[config.mk]
export PLATFORM = sky130hd
export DESIGN_NAME = dmem_arbiter_flat
export DESIGN_NICKNAME = d
export VERILOG_FILES = /design/src/rtl/dmem_arbiter_pkg.sv /design/src/rtl/dmem_arbiter_if.sv /design/src/rtl/dmem_arbiter_starve_ctr.sv /design/src/rtl/dmem_arbiter.sv /design/src/flat_wrapper.sv
export SDC_FILE = /design/constraint.sdc
export NUM_CORES = 1
export LEC_CHECK = 0
export ABC_AREA = 0
export CORE_AREA = 3 3 116 118
export DETAILED_ROUTE_END_ITERATION = 16
export DIE_AREA = 0 0 119 121
export PLACE_DENSITY_LB_ADDON = 0.12
export SLEW_MARGIN = 20
export SYNTH_ARGS = -nofsm -noshare
export SYNTH_HDL_FRONTEND = slang
export SYNTH_HIERARCHICAL = 1
export SYNTH_SLANG_ARGS = --single-unit
[constraint.sdc]
create_clock -name Clk -period 2.8 [get_ports Clk]
set_input_delay 0.42 -clock Clk [delete_from_list [all_inputs] [get_ports Clk]]
set_output_delay 0.42 -clock Clk [all_outputs]
set_load 0.03 [all_outputs]
[src/rtl/dmem_arbiter_pkg.sv]
// Shared types and constants for the data-memory arbiter.
package dmem_arbiter_pkg;

   typedef enum logic [1:0] {
      ARB_IDLE = 2'd0,
      ARB_PIPE = 2'd1,
      ARB_AUX  = 2'd2
   } arb_state_t;

   typedef enum logic [1:0] {
      RD_NONE = 2'd0,
      RD_PIPE = 2'd1,
      RD_AUX  = 2'd2
   } rd_owner_t;

   localparam int DMEM_RD_LATENCY = 1;
   localparam int WAIT_CNT_W      = 8;

endpackage

[src/rtl/dmem_arbiter_if.sv]
// Bus bundle between the two requesters, the arbiter and the single-port RAM.
interface dmem_arbiter_if #(
   parameter int ADDR_W = 32,
   parameter int DATA_W = 32
);
   logic              pipe_req;
   logic              pipe_wr_en;
   logic [ADDR_W-1:0] pipe_addr;
   logic [DATA_W-1:0] pipe_wr_data;
   logic              pipe_stall;
   logic              pipe_rd_valid;
   logic [DATA_W-1:0] pipe_rd_data;

   logic              aux_req;
   logic              aux_wr_en;
   logic [ADDR_W-1:0] aux_addr;
   logic [DATA_W-1:0] aux_wr_data;
   logic              aux_gnt;
   logic              aux_rd_valid;
   logic [DATA_W-1:0] aux_rd_data;

   logic              mem_en;
   logic              mem_wr_en;
   logic [ADDR_W-1:0] mem_addr;
   logic [DATA_W-1:0] mem_wr_data;
   logic [DATA_W-1:0] mem_rd_data;

   modport slave (
      input  pipe_req, pipe_wr_en, pipe_addr, pipe_wr_data,
      output pipe_stall, pipe_rd_valid, pipe_rd_data,
      input  aux_req, aux_wr_en, aux_addr, aux_wr_data,
      output aux_gnt, aux_rd_valid, aux_rd_data,
      output mem_en, mem_wr_en, mem_addr, mem_wr_data,
      input  mem_rd_data
   );

   modport master (
      output pipe_req, pipe_wr_en, pipe_addr, pipe_wr_data,
      input  pipe_stall, pipe_rd_valid, pipe_rd_data,
      output aux_req, aux_wr_en, aux_addr, aux_wr_data,
      input  aux_gnt, aux_rd_valid, aux_rd_data,
      input  mem_en, mem_wr_en, mem_addr, mem_wr_data,
      output mem_rd_data
   );

endinterface

[src/rtl/dmem_arbiter_starve_ctr.sv]
// Saturating count of consecutive cycles the aux requester has been denied;
// raises force_aux once the limit is reached while aux is still requesting.
module dmem_arb_starve_ctr
   import dmem_arbiter_pkg::*;
#(
   parameter int MAX_WAIT = 8
) (
   input  logic Clk,
   input  logic Reset_n,
   input  logic aux_req,
   input  logic aux_gnt,
   output logic force_aux
);

   localparam logic [WAIT_CNT_W-1:0] MAX_CNT = WAIT_CNT_W'(MAX_WAIT);

   logic [WAIT_CNT_W-1:0] wait_cnt_r;
   logic [WAIT_CNT_W-1:0] wait_cnt_nxt_s;

   // Next count: grow while denied, clear on grant or when aux withdraws
   always_comb begin
      wait_cnt_nxt_s = {WAIT_CNT_W{1'b0}};
      if (aux_req && !aux_gnt) begin
         if (wait_cnt_r == MAX_CNT) begin
            wait_cnt_nxt_s = wait_cnt_r;
         end else begin
            wait_cnt_nxt_s = wait_cnt_r + {{(WAIT_CNT_W-1){1'b0}}, 1'b1};
         end
      end else begin
         wait_cnt_nxt_s = {WAIT_CNT_W{1'b0}};
      end
   end

   // Counter register
   always_ff @(posedge Clk) begin
      if (!Reset_n) begin
         wait_cnt_r <= {WAIT_CNT_W{1'b0}};
      end else begin
         wait_cnt_r <= wait_cnt_nxt_s;
      end
   end

   assign force_aux = Reset_n && aux_req && (wait_cnt_r == MAX_CNT);

endmodule

[src/rtl/dmem_arbiter.sv]
// Arbitrates the single-port data RAM between the pipeline MEM stage and the aux port.
// Build option DMEM_ARB_RR_EN: round-robin on contention instead of priority + starvation counter.
module dmem_arbiter
   import dmem_arbiter_pkg::*;
#(
   parameter int ADDR_W       = 32,
   parameter int DATA_W       = 32,
   parameter int AUX_MAX_WAIT = 8
) (
   input  logic          Clk,
   input  logic          Reset_n,
   dmem_arbiter_if.slave bus
);

   arb_state_t        state_r;
   arb_state_t        state_nxt_s;
   rd_owner_t         rd_owner_r;
   rd_owner_t         rd_owner_nxt_s;

   logic              gnt_pipe_s;
   logic              gnt_aux_s;
   logic              mem_en_s;
   logic              mem_wr_en_s;
   logic [ADDR_W-1:0] mem_addr_s;
   logic [DATA_W-1:0] mem_wr_data_s;
   logic              pipe_rd_valid_s;
   logic              aux_rd_valid_s;

`ifndef DMEM_ARB_RR_EN
   logic              force_aux_s;

   dmem_arb_starve_ctr #(
      .MAX_WAIT (AUX_MAX_WAIT)
   ) u_starve_ctr (
      .Clk       (Clk),
      .Reset_n   (Reset_n),
      .aux_req   (bus.aux_req),
      .aux_gnt   (gnt_aux_s),
      .force_aux (force_aux_s)
   );
`endif

   // Same-cycle grant decision; nothing is granted while in reset
   always_comb begin
      gnt_pipe_s = 1'b0;
      gnt_aux_s  = 1'b0;
      if (!Reset_n) begin
         gnt_pipe_s = 1'b0;
         gnt_aux_s  = 1'b0;
      end else begin
`ifdef DMEM_ARB_RR_EN
         if (bus.pipe_req && bus.aux_req) begin
            if (state_r == ARB_PIPE) begin
               gnt_aux_s = 1'b1;
            end else begin
               gnt_pipe_s = 1'b1;
            end
         end else if (bus.pipe_req) begin
            gnt_pipe_s = 1'b1;
         end else if (bus.aux_req) begin
            gnt_aux_s = 1'b1;
         end else begin
            gnt_pipe_s = 1'b0;
         end
`else
         if (force_aux_s) begin
            gnt_aux_s = 1'b1;
         end else if (bus.pipe_req) begin
            gnt_pipe_s = 1'b1;
         end else if (bus.aux_req) begin
            gnt_aux_s = 1'b1;
         end else begin
            gnt_pipe_s = 1'b0;
         end
`endif
      end
   end

   // RAM port mux driven by the granted requester
   always_comb begin
      mem_en_s      = 1'b0;
      mem_wr_en_s   = 1'b0;
      mem_addr_s    = {ADDR_W{1'b0}};
      mem_wr_data_s = {DATA_W{1'b0}};
      if (gnt_pipe_s) begin
         mem_en_s      = 1'b1;
         mem_wr_en_s   = bus.pipe_wr_en;
         mem_addr_s    = bus.pipe_addr;
         mem_wr_data_s = bus.pipe_wr_data;
      end else if (gnt_aux_s) begin
         mem_en_s      = 1'b1;
         mem_wr_en_s   = bus.aux_wr_en;
         mem_addr_s    = bus.aux_addr;
         mem_wr_data_s = bus.aux_wr_data;
      end else begin
         mem_en_s      = 1'b0;
      end
   end

   // Last-grant owner and read-return owner for the next cycle
   always_comb begin
      state_nxt_s    = state_r;
      rd_owner_nxt_s = RD_NONE;
      case (state_r)
         ARB_IDLE, ARB_PIPE, ARB_AUX: begin
            if (gnt_pipe_s) begin
               state_nxt_s = ARB_PIPE;
            end else if (gnt_aux_s) begin
               state_nxt_s = ARB_AUX;
            end else begin
               state_nxt_s = state_r;
            end
         end
         default: begin
            state_nxt_s = ARB_IDLE;
         end
      endcase
      if (gnt_pipe_s && !bus.pipe_wr_en) begin
         rd_owner_nxt_s = RD_PIPE;
      end else if (gnt_aux_s && !bus.aux_wr_en) begin
         rd_owner_nxt_s = RD_AUX;
      end else begin
         rd_owner_nxt_s = RD_NONE;
      end
   end

   // State and read-owner registers
   always_ff @(posedge Clk) begin
      if (!Reset_n) begin
         state_r    <= ARB_IDLE;
         rd_owner_r <= RD_NONE;
      end else begin
         state_r    <= state_nxt_s;
         rd_owner_r <= rd_owner_nxt_s;
      end
   end

   // Reset also masks a return already in flight
   assign pipe_rd_valid_s   = Reset_n && (rd_owner_r == RD_PIPE);
   assign aux_rd_valid_s    = Reset_n && (rd_owner_r == RD_AUX);

   assign bus.pipe_rd_valid = pipe_rd_valid_s;
   assign bus.pipe_rd_data  = pipe_rd_valid_s ? bus.mem_rd_data : {DATA_W{1'b0}};
   assign bus.aux_rd_valid  = aux_rd_valid_s;
   assign bus.aux_rd_data   = aux_rd_valid_s ? bus.mem_rd_data : {DATA_W{1'b0}};

   assign bus.pipe_stall    = Reset_n && bus.pipe_req && !gnt_pipe_s;
   assign bus.aux_gnt       = gnt_aux_s;
   assign bus.mem_en        = mem_en_s;
   assign bus.mem_wr_en     = mem_wr_en_s;
   assign bus.mem_addr      = mem_addr_s;
   assign bus.mem_wr_data   = mem_wr_data_s;

endmodule

[src/flat_wrapper.sv]
// flat-port wrapper written by rule: the top's interface ports become plain ports
module dmem_arbiter_flat import dmem_arbiter_pkg::*;
#(
   parameter int ADDR_W       = 32,
   parameter int DATA_W       = 32,
   parameter int AUX_MAX_WAIT = 8
)
  (Clk, Reset_n, bus_pipe_req, bus_pipe_wr_en, bus_pipe_addr, bus_pipe_wr_data, bus_pipe_stall, bus_pipe_rd_valid, bus_pipe_rd_data, bus_aux_req, bus_aux_wr_en, bus_aux_addr, bus_aux_wr_data, bus_aux_gnt, bus_aux_rd_valid, bus_aux_rd_data, bus_mem_en, bus_mem_wr_en, bus_mem_addr, bus_mem_wr_data, bus_mem_rd_data);
  dmem_arbiter_if #(.ADDR_W(ADDR_W), .DATA_W(DATA_W)) bus_i ();
  input  logic Clk;
  input  logic Reset_n;
  input wire logic [$bits(bus_i.pipe_req)-1:0] bus_pipe_req;
  input wire logic [$bits(bus_i.pipe_wr_en)-1:0] bus_pipe_wr_en;
  input wire logic [$bits(bus_i.pipe_addr)-1:0] bus_pipe_addr;
  input wire logic [$bits(bus_i.pipe_wr_data)-1:0] bus_pipe_wr_data;
  output wire logic [$bits(bus_i.pipe_stall)-1:0] bus_pipe_stall;
  output wire logic [$bits(bus_i.pipe_rd_valid)-1:0] bus_pipe_rd_valid;
  output wire logic [$bits(bus_i.pipe_rd_data)-1:0] bus_pipe_rd_data;
  input wire logic [$bits(bus_i.aux_req)-1:0] bus_aux_req;
  input wire logic [$bits(bus_i.aux_wr_en)-1:0] bus_aux_wr_en;
  input wire logic [$bits(bus_i.aux_addr)-1:0] bus_aux_addr;
  input wire logic [$bits(bus_i.aux_wr_data)-1:0] bus_aux_wr_data;
  output wire logic [$bits(bus_i.aux_gnt)-1:0] bus_aux_gnt;
  output wire logic [$bits(bus_i.aux_rd_valid)-1:0] bus_aux_rd_valid;
  output wire logic [$bits(bus_i.aux_rd_data)-1:0] bus_aux_rd_data;
  output wire logic [$bits(bus_i.mem_en)-1:0] bus_mem_en;
  output wire logic [$bits(bus_i.mem_wr_en)-1:0] bus_mem_wr_en;
  output wire logic [$bits(bus_i.mem_addr)-1:0] bus_mem_addr;
  output wire logic [$bits(bus_i.mem_wr_data)-1:0] bus_mem_wr_data;
  input wire logic [$bits(bus_i.mem_rd_data)-1:0] bus_mem_rd_data;
  assign bus_i.pipe_req = bus_pipe_req;
  assign bus_i.pipe_wr_en = bus_pipe_wr_en;
  assign bus_i.pipe_addr = bus_pipe_addr;
  assign bus_i.pipe_wr_data = bus_pipe_wr_data;
  assign bus_pipe_stall = bus_i.pipe_stall;
  assign bus_pipe_rd_valid = bus_i.pipe_rd_valid;
  assign bus_pipe_rd_data = bus_i.pipe_rd_data;
  assign bus_i.aux_req = bus_aux_req;
  assign bus_i.aux_wr_en = bus_aux_wr_en;
  assign bus_i.aux_addr = bus_aux_addr;
  assign bus_i.aux_wr_data = bus_aux_wr_data;
  assign bus_aux_gnt = bus_i.aux_gnt;
  assign bus_aux_rd_valid = bus_i.aux_rd_valid;
  assign bus_aux_rd_data = bus_i.aux_rd_data;
  assign bus_mem_en = bus_i.mem_en;
  assign bus_mem_wr_en = bus_i.mem_wr_en;
  assign bus_mem_addr = bus_i.mem_addr;
  assign bus_mem_wr_data = bus_i.mem_wr_data;
  assign bus_i.mem_rd_data = bus_mem_rd_data;
  dmem_arbiter #(.ADDR_W(ADDR_W), .DATA_W(DATA_W), .AUX_MAX_WAIT(AUX_MAX_WAIT)) u_core (.Clk(Clk), .Reset_n(Reset_n), .bus(bus_i));
endmodule
==> flow_summary_export.csv, run 1 <==
group,metric,value,unit
cts,hold_fix_buffers_at_cts,0,
timing,final_period_minus_worst_setup_slack,2.78,ns
synthesis,post_synth.cell_area_avg,5.59,um2
placement,hpwlAfterDp,9.54,mm
cells_and_area,sequential_cell_area,203,um2
pwr,design_internal_power,0.000838,W
cts,cts_inserted_buffers,3,
cts,clock_transition_time_at_the_flip_flop_clock_pins_of_the_worst_setup_and_hold_paths,0.04,ns
synthesis,ys_seq_area_frac,0.101,
worst_setup_path,worst-setup-path-type,"flop to output pin",
pwr,powerDensity,219,nW/um2
drt,post-route-drc-count,0,
placement,io_buffers,299,
timing,final.setup_skew,0.000794,ns
cts,worst_skew_pair.late_latency,0.24,ns
timing,finalHoldViolations,0,
placement,gp_routability_congestion,0.778,
grt,grt_start_max_net_pins,83,
cells_and_area,most-common-layout-cells,"164 x sky130_fd_sc_hd__clkdlybuf4s50_1, 133 x sky130_fd_sc_hd__nand2_1, 103 x sky130_fd_sc_hd__buf_4",
cts,clock_tree.buffer_depth,2,
pwr,cellLeakagePower,2.52,nW
drt,final_wl,13.2,mm
cells_and_area,flow.area_growth_from_synthesis,202,%
cts,tritoncts,"yes",
drt,initialDrtViolationCount,101,
pwr,power_frac_seq,0.112,
timing,setup_viol,0,
grt,grt_antenna_before_repair,0,
cells_and_area,nets,823,
cells_and_area,diodes,0,
pwr,clkPwrFrac,0.218,
pwr,ir_worst_vdd,159,uV
grt,globalRoute.busiestLayer,"met2",
timing,fin_crit_sh,0.992,
die,die_x,119,um
hold_path,launch_instance_of_the_worst_min_delay_path,"u_core/u_starve_ctr/wait_cnt_r[7]$_SDFFE_PN0P_",
worst_setup_path,worst_r2r_endpoint,"u_core/u_starve_ctr/wait_cnt_r[6]$_SDFFE_PN0P_",
synthesis,syn_area,1980,um2
worst_setup_path,regToRegStartpoint,"u_core/u_starve_ctr/wait_cnt_r[1]$_SDFFE_PN0P_",
die,placeableCoreArea,12600,um2
grt,grt.met2_usage,0.307,
synthesis,synth_seq_cells,10,
worst_setup_path,crit_path_arrival_time,2.36,ns
worst_setup_path,worst-endpoint-required,2.38,ns
drt,ant_nets,0,
drt,route.vias.total,3592,
worst_setup_path,timing.critical_path.to,"bus_mem_addr[31]",
synthesis,synthesis.yosys.warnings,6,
timing,final.setup.tns,0,ns
cells_and_area,mostFrequentLayoutCell,"sky130_fd_sc_hd__clkdlybuf4s50_1",
cts,cts_max_level,1,
die,row_count,41,
drt,avgRoutedWirePerCell,16.0,um
cts,clkSinkCount,10,
die,dieArea,14400,um2
grt,via_count_of_the_first_global_routing_pass,3377,
pwr,netSwitchingPower,0.000472,W
run_status,outcome,"completed",
timing,max_slew.worst_pin.slew,0.755,ns
drt,detailedRoute.firstPassIterationCount,4,
worst_setup_path,worstSetupEndpointType,"output pin",
synthesis,post_synth_num_cell_types,33,
worst_setup_path,kind_of_start_point_of_the_critical_path,"flop",
die,initial_core_util,0.157,
synthesis,mappedNetlistNets,522,
timing,relSlewSlack,0.496,
die,io_pins,300,
grt,grt.overflow.total,0,
timing,total_count_of_max_transition_violations_in_the_final_report,0,
cells_and_area,multi_input_gate_area,1990,um2
grt,global_route.usage.total,0.154,
worst_setup_path,critPathLaunch,"u_core/u_starve_ctr/wait_cnt_r[0]$_SDFFE_PN0P_",
pwr,swShare,0.360,
grt,gr-usage-met1,0.165,
pwr,final_total_power,0.00131,W
pwr,proportion_of_power_drawn_by_combinational_gates,0.669,
worst_setup_path,number_of_cells_on_the_worst_reg_to_reg_path,11,
worst_setup_path,worstPathMaxFanout,5,
synthesis,synth_cells,354,
worst_setup_path,r2r_setup_slack,0.25,ns
timing,maxClockFrequency,0.360,GHz
grt,grt_pass1_wl,17.9,mm
timing,unrepaired_setup_endpoints_after_global_routing,"yes",
cts,cts_root_buffer,"sky130_fd_sc_hd__clkbuf_16",
drt,routed_via_density,4.35,
grt,grt_use_met3,0.0340,
cells_and_area,num-fill-cells,1237,
die,die-height,121,um
job,max_cap_viol_count,0,
cells_and_area,fraction_of_layout_instances_using_a_drive_strength_above_1,0.332,
hold_path,path_category_of_the_worst_min_delay_check,"flop to flop",
cells_and_area,final_core_util,0.476,
==> critical path, cell delays in order (launching register included) <==
cell and delay [ns]:
sky130_fd_sc_hd__dfxtp_2 0.31, sky130_fd_sc_hd__inv_2 0.06, sky130_fd_sc_hd__ha_4 0.11, sky130_fd_sc_hd__or4b_4 0.46, sky130_fd_sc_hd__nor3_2 0.17, sky130_fd_sc_hd__buf_4 0.14
sky130_fd_sc_hd__buf_6 0.09, sky130_fd_sc_hd__nand2b_4 0.19, sky130_fd_sc_hd__buf_12 0.15, sky130_fd_sc_hd__clkbuf_16 0.15, sky130_fd_sc_hd__o22ai_1 0.08, sky130_fd_sc_hd__buf_4 0.18
==> power by group through the flow <==
stage,Clock [W],Sequential [W],Combinational [W]
6_report,0.000286,0.000147,0.000877
5_1_grt,0.000303,0.000147,0.000928
4_1_cts,0.000291,0.000146,0.000767
3_5_place_dp,0,0.000149,0.000736
3_3_place_gp,0,0.000149,0.000733
2_1_floorplan,0,0.000150,0.000306
==> layout make-up <==
class / count / area share
Clock buffer: 4 / 0.0149
Inverter: 4 / 0.00251
Multi-Input combinational cell: 305 / 0.333
Sequential cell: 10 / 0.0339
Tap cell: 172 / 0.0360
Timing Repair Buffer: 331 / 0.580
==> worst min-delay path by stage <==
stage | slack, ns | endpoint | depth (start not counted)
floorplan | 0.45 | u_core/u_starve_ctr/wait_cnt_r[7]$_SDFFE_PN0P_ | 2
global placement | 0.48 | u_core/u_starve_ctr/wait_cnt_r[5]$_SDFFE_PN0P_ | 2
detailed placement | 0.49 | u_core/u_starve_ctr/wait_cnt_r[7]$_SDFFE_PN0P_ | 2
CTS | 0.50 | u_core/u_starve_ctr/wait_cnt_r[7]$_SDFFE_PN0P_ | 2
global route | 0.55 | u_core/u_starve_ctr/wait_cnt_r[6]$_SDFFE_PN0P_ | 2
finish | 0.50 | u_core/u_starve_ctr/wait_cnt_r[7]$_SDFFE_PN0P_ | 2
==> flip-flops by register name, indices dropped and copies added, names as in the netlist <==
register	cells
u_core/rd_owner_r	2
u_core/u_starve_ctr/wait_cnt_r	8
==> layer usage <==
layer  wire, um  part of all wire
met3       1100             0.084
met5          0                 0
met1       4860              0.37
met2       7130              0.54
met4         99            0.0075
==> metrics by stage <==
| stage | worst slack, ns | hold WS (ns) | instance area, um2 | instances |
|---|---|---|---|---|
| CTS | -0.0494 | 0.501 | 5330 | 814 |
| global placement | -0.114 | 0.482 | 5090 | 806 |
| global route | -0.0738 | 0.553 | 5980 | 826 |
| detailed placement | -0.150 | 0.490 | 5090 | 806 |
| finish | 0.0229 | 0.501 | 5980 | 826 |
| floorplan | 0.0762 | 0.454 | 1980 | 354 |
==> cell families after synthesis <==
kind of cell,after synthesis,synth area share
compound gates,77,0.242
buf+inv,40,0.0992
simple gates,222,0.532
fa+ha+maj,2,0.0126
flops,10,0.101
xor+xnor,3,0.0133
==> what timing repair did <==
| action | CTS | global route |
|---|---|---|
| gates cloned | 3 | 4 |
| resized for setup | 11 | 91 |
| pin swaps | 0 | 13 |
| buffers inserted | 1 | 8 |
| setup endpoints to repair | 65 | 63 |
==> cells in the mapped netlist, drive strengths merged <==
cell type  number  area, um2
o22ai          65        407
o31a            1       8.76
or3b            1       8.76
a21oi           5       28.8
nand4           1       6.26
dfxtp          10        200
xnor2           1       8.76
or4b            1       10.0
nand3b          1       7.51
nand3           4       20.0
ha              2       25.0
o21a            1       7.51
o21ai           4       20.0
buf            23        130
clkbuf         13       51.3
nor3            3       15.0
nor2b           1       6.26
or3             4       25.0
nand2         133        499
and3b           1       8.76
and2           64        400
nor2            4       17.5
and3            1       6.26
xor2            2       17.5
inv             4       15.0
nor3b           2       15.0
nand2b          1       6.26
o21bai          1       7.51
No activity file was read; power rests on OpenSTA's default activity.
==> run 2, diff against run 1 <==
--- a/config.mk
+++ b/config.mk
@@ -7,6 +7,7 @@
 export LEC_CHECK = 0
 export ABC_AREA = 0
 export CORE_AREA = 3 3 116 118
+export CTS_CLUSTER_DIAMETER = 200
 export DETAILED_ROUTE_END_ITERATION = 16
 export DIE_AREA = 0 0 119 121
 export PLACE_DENSITY_LB_ADDON = 0.12
==> results of run 2 <==
Same layout as run 1: the final DEF is identical, and so are final timing and power.
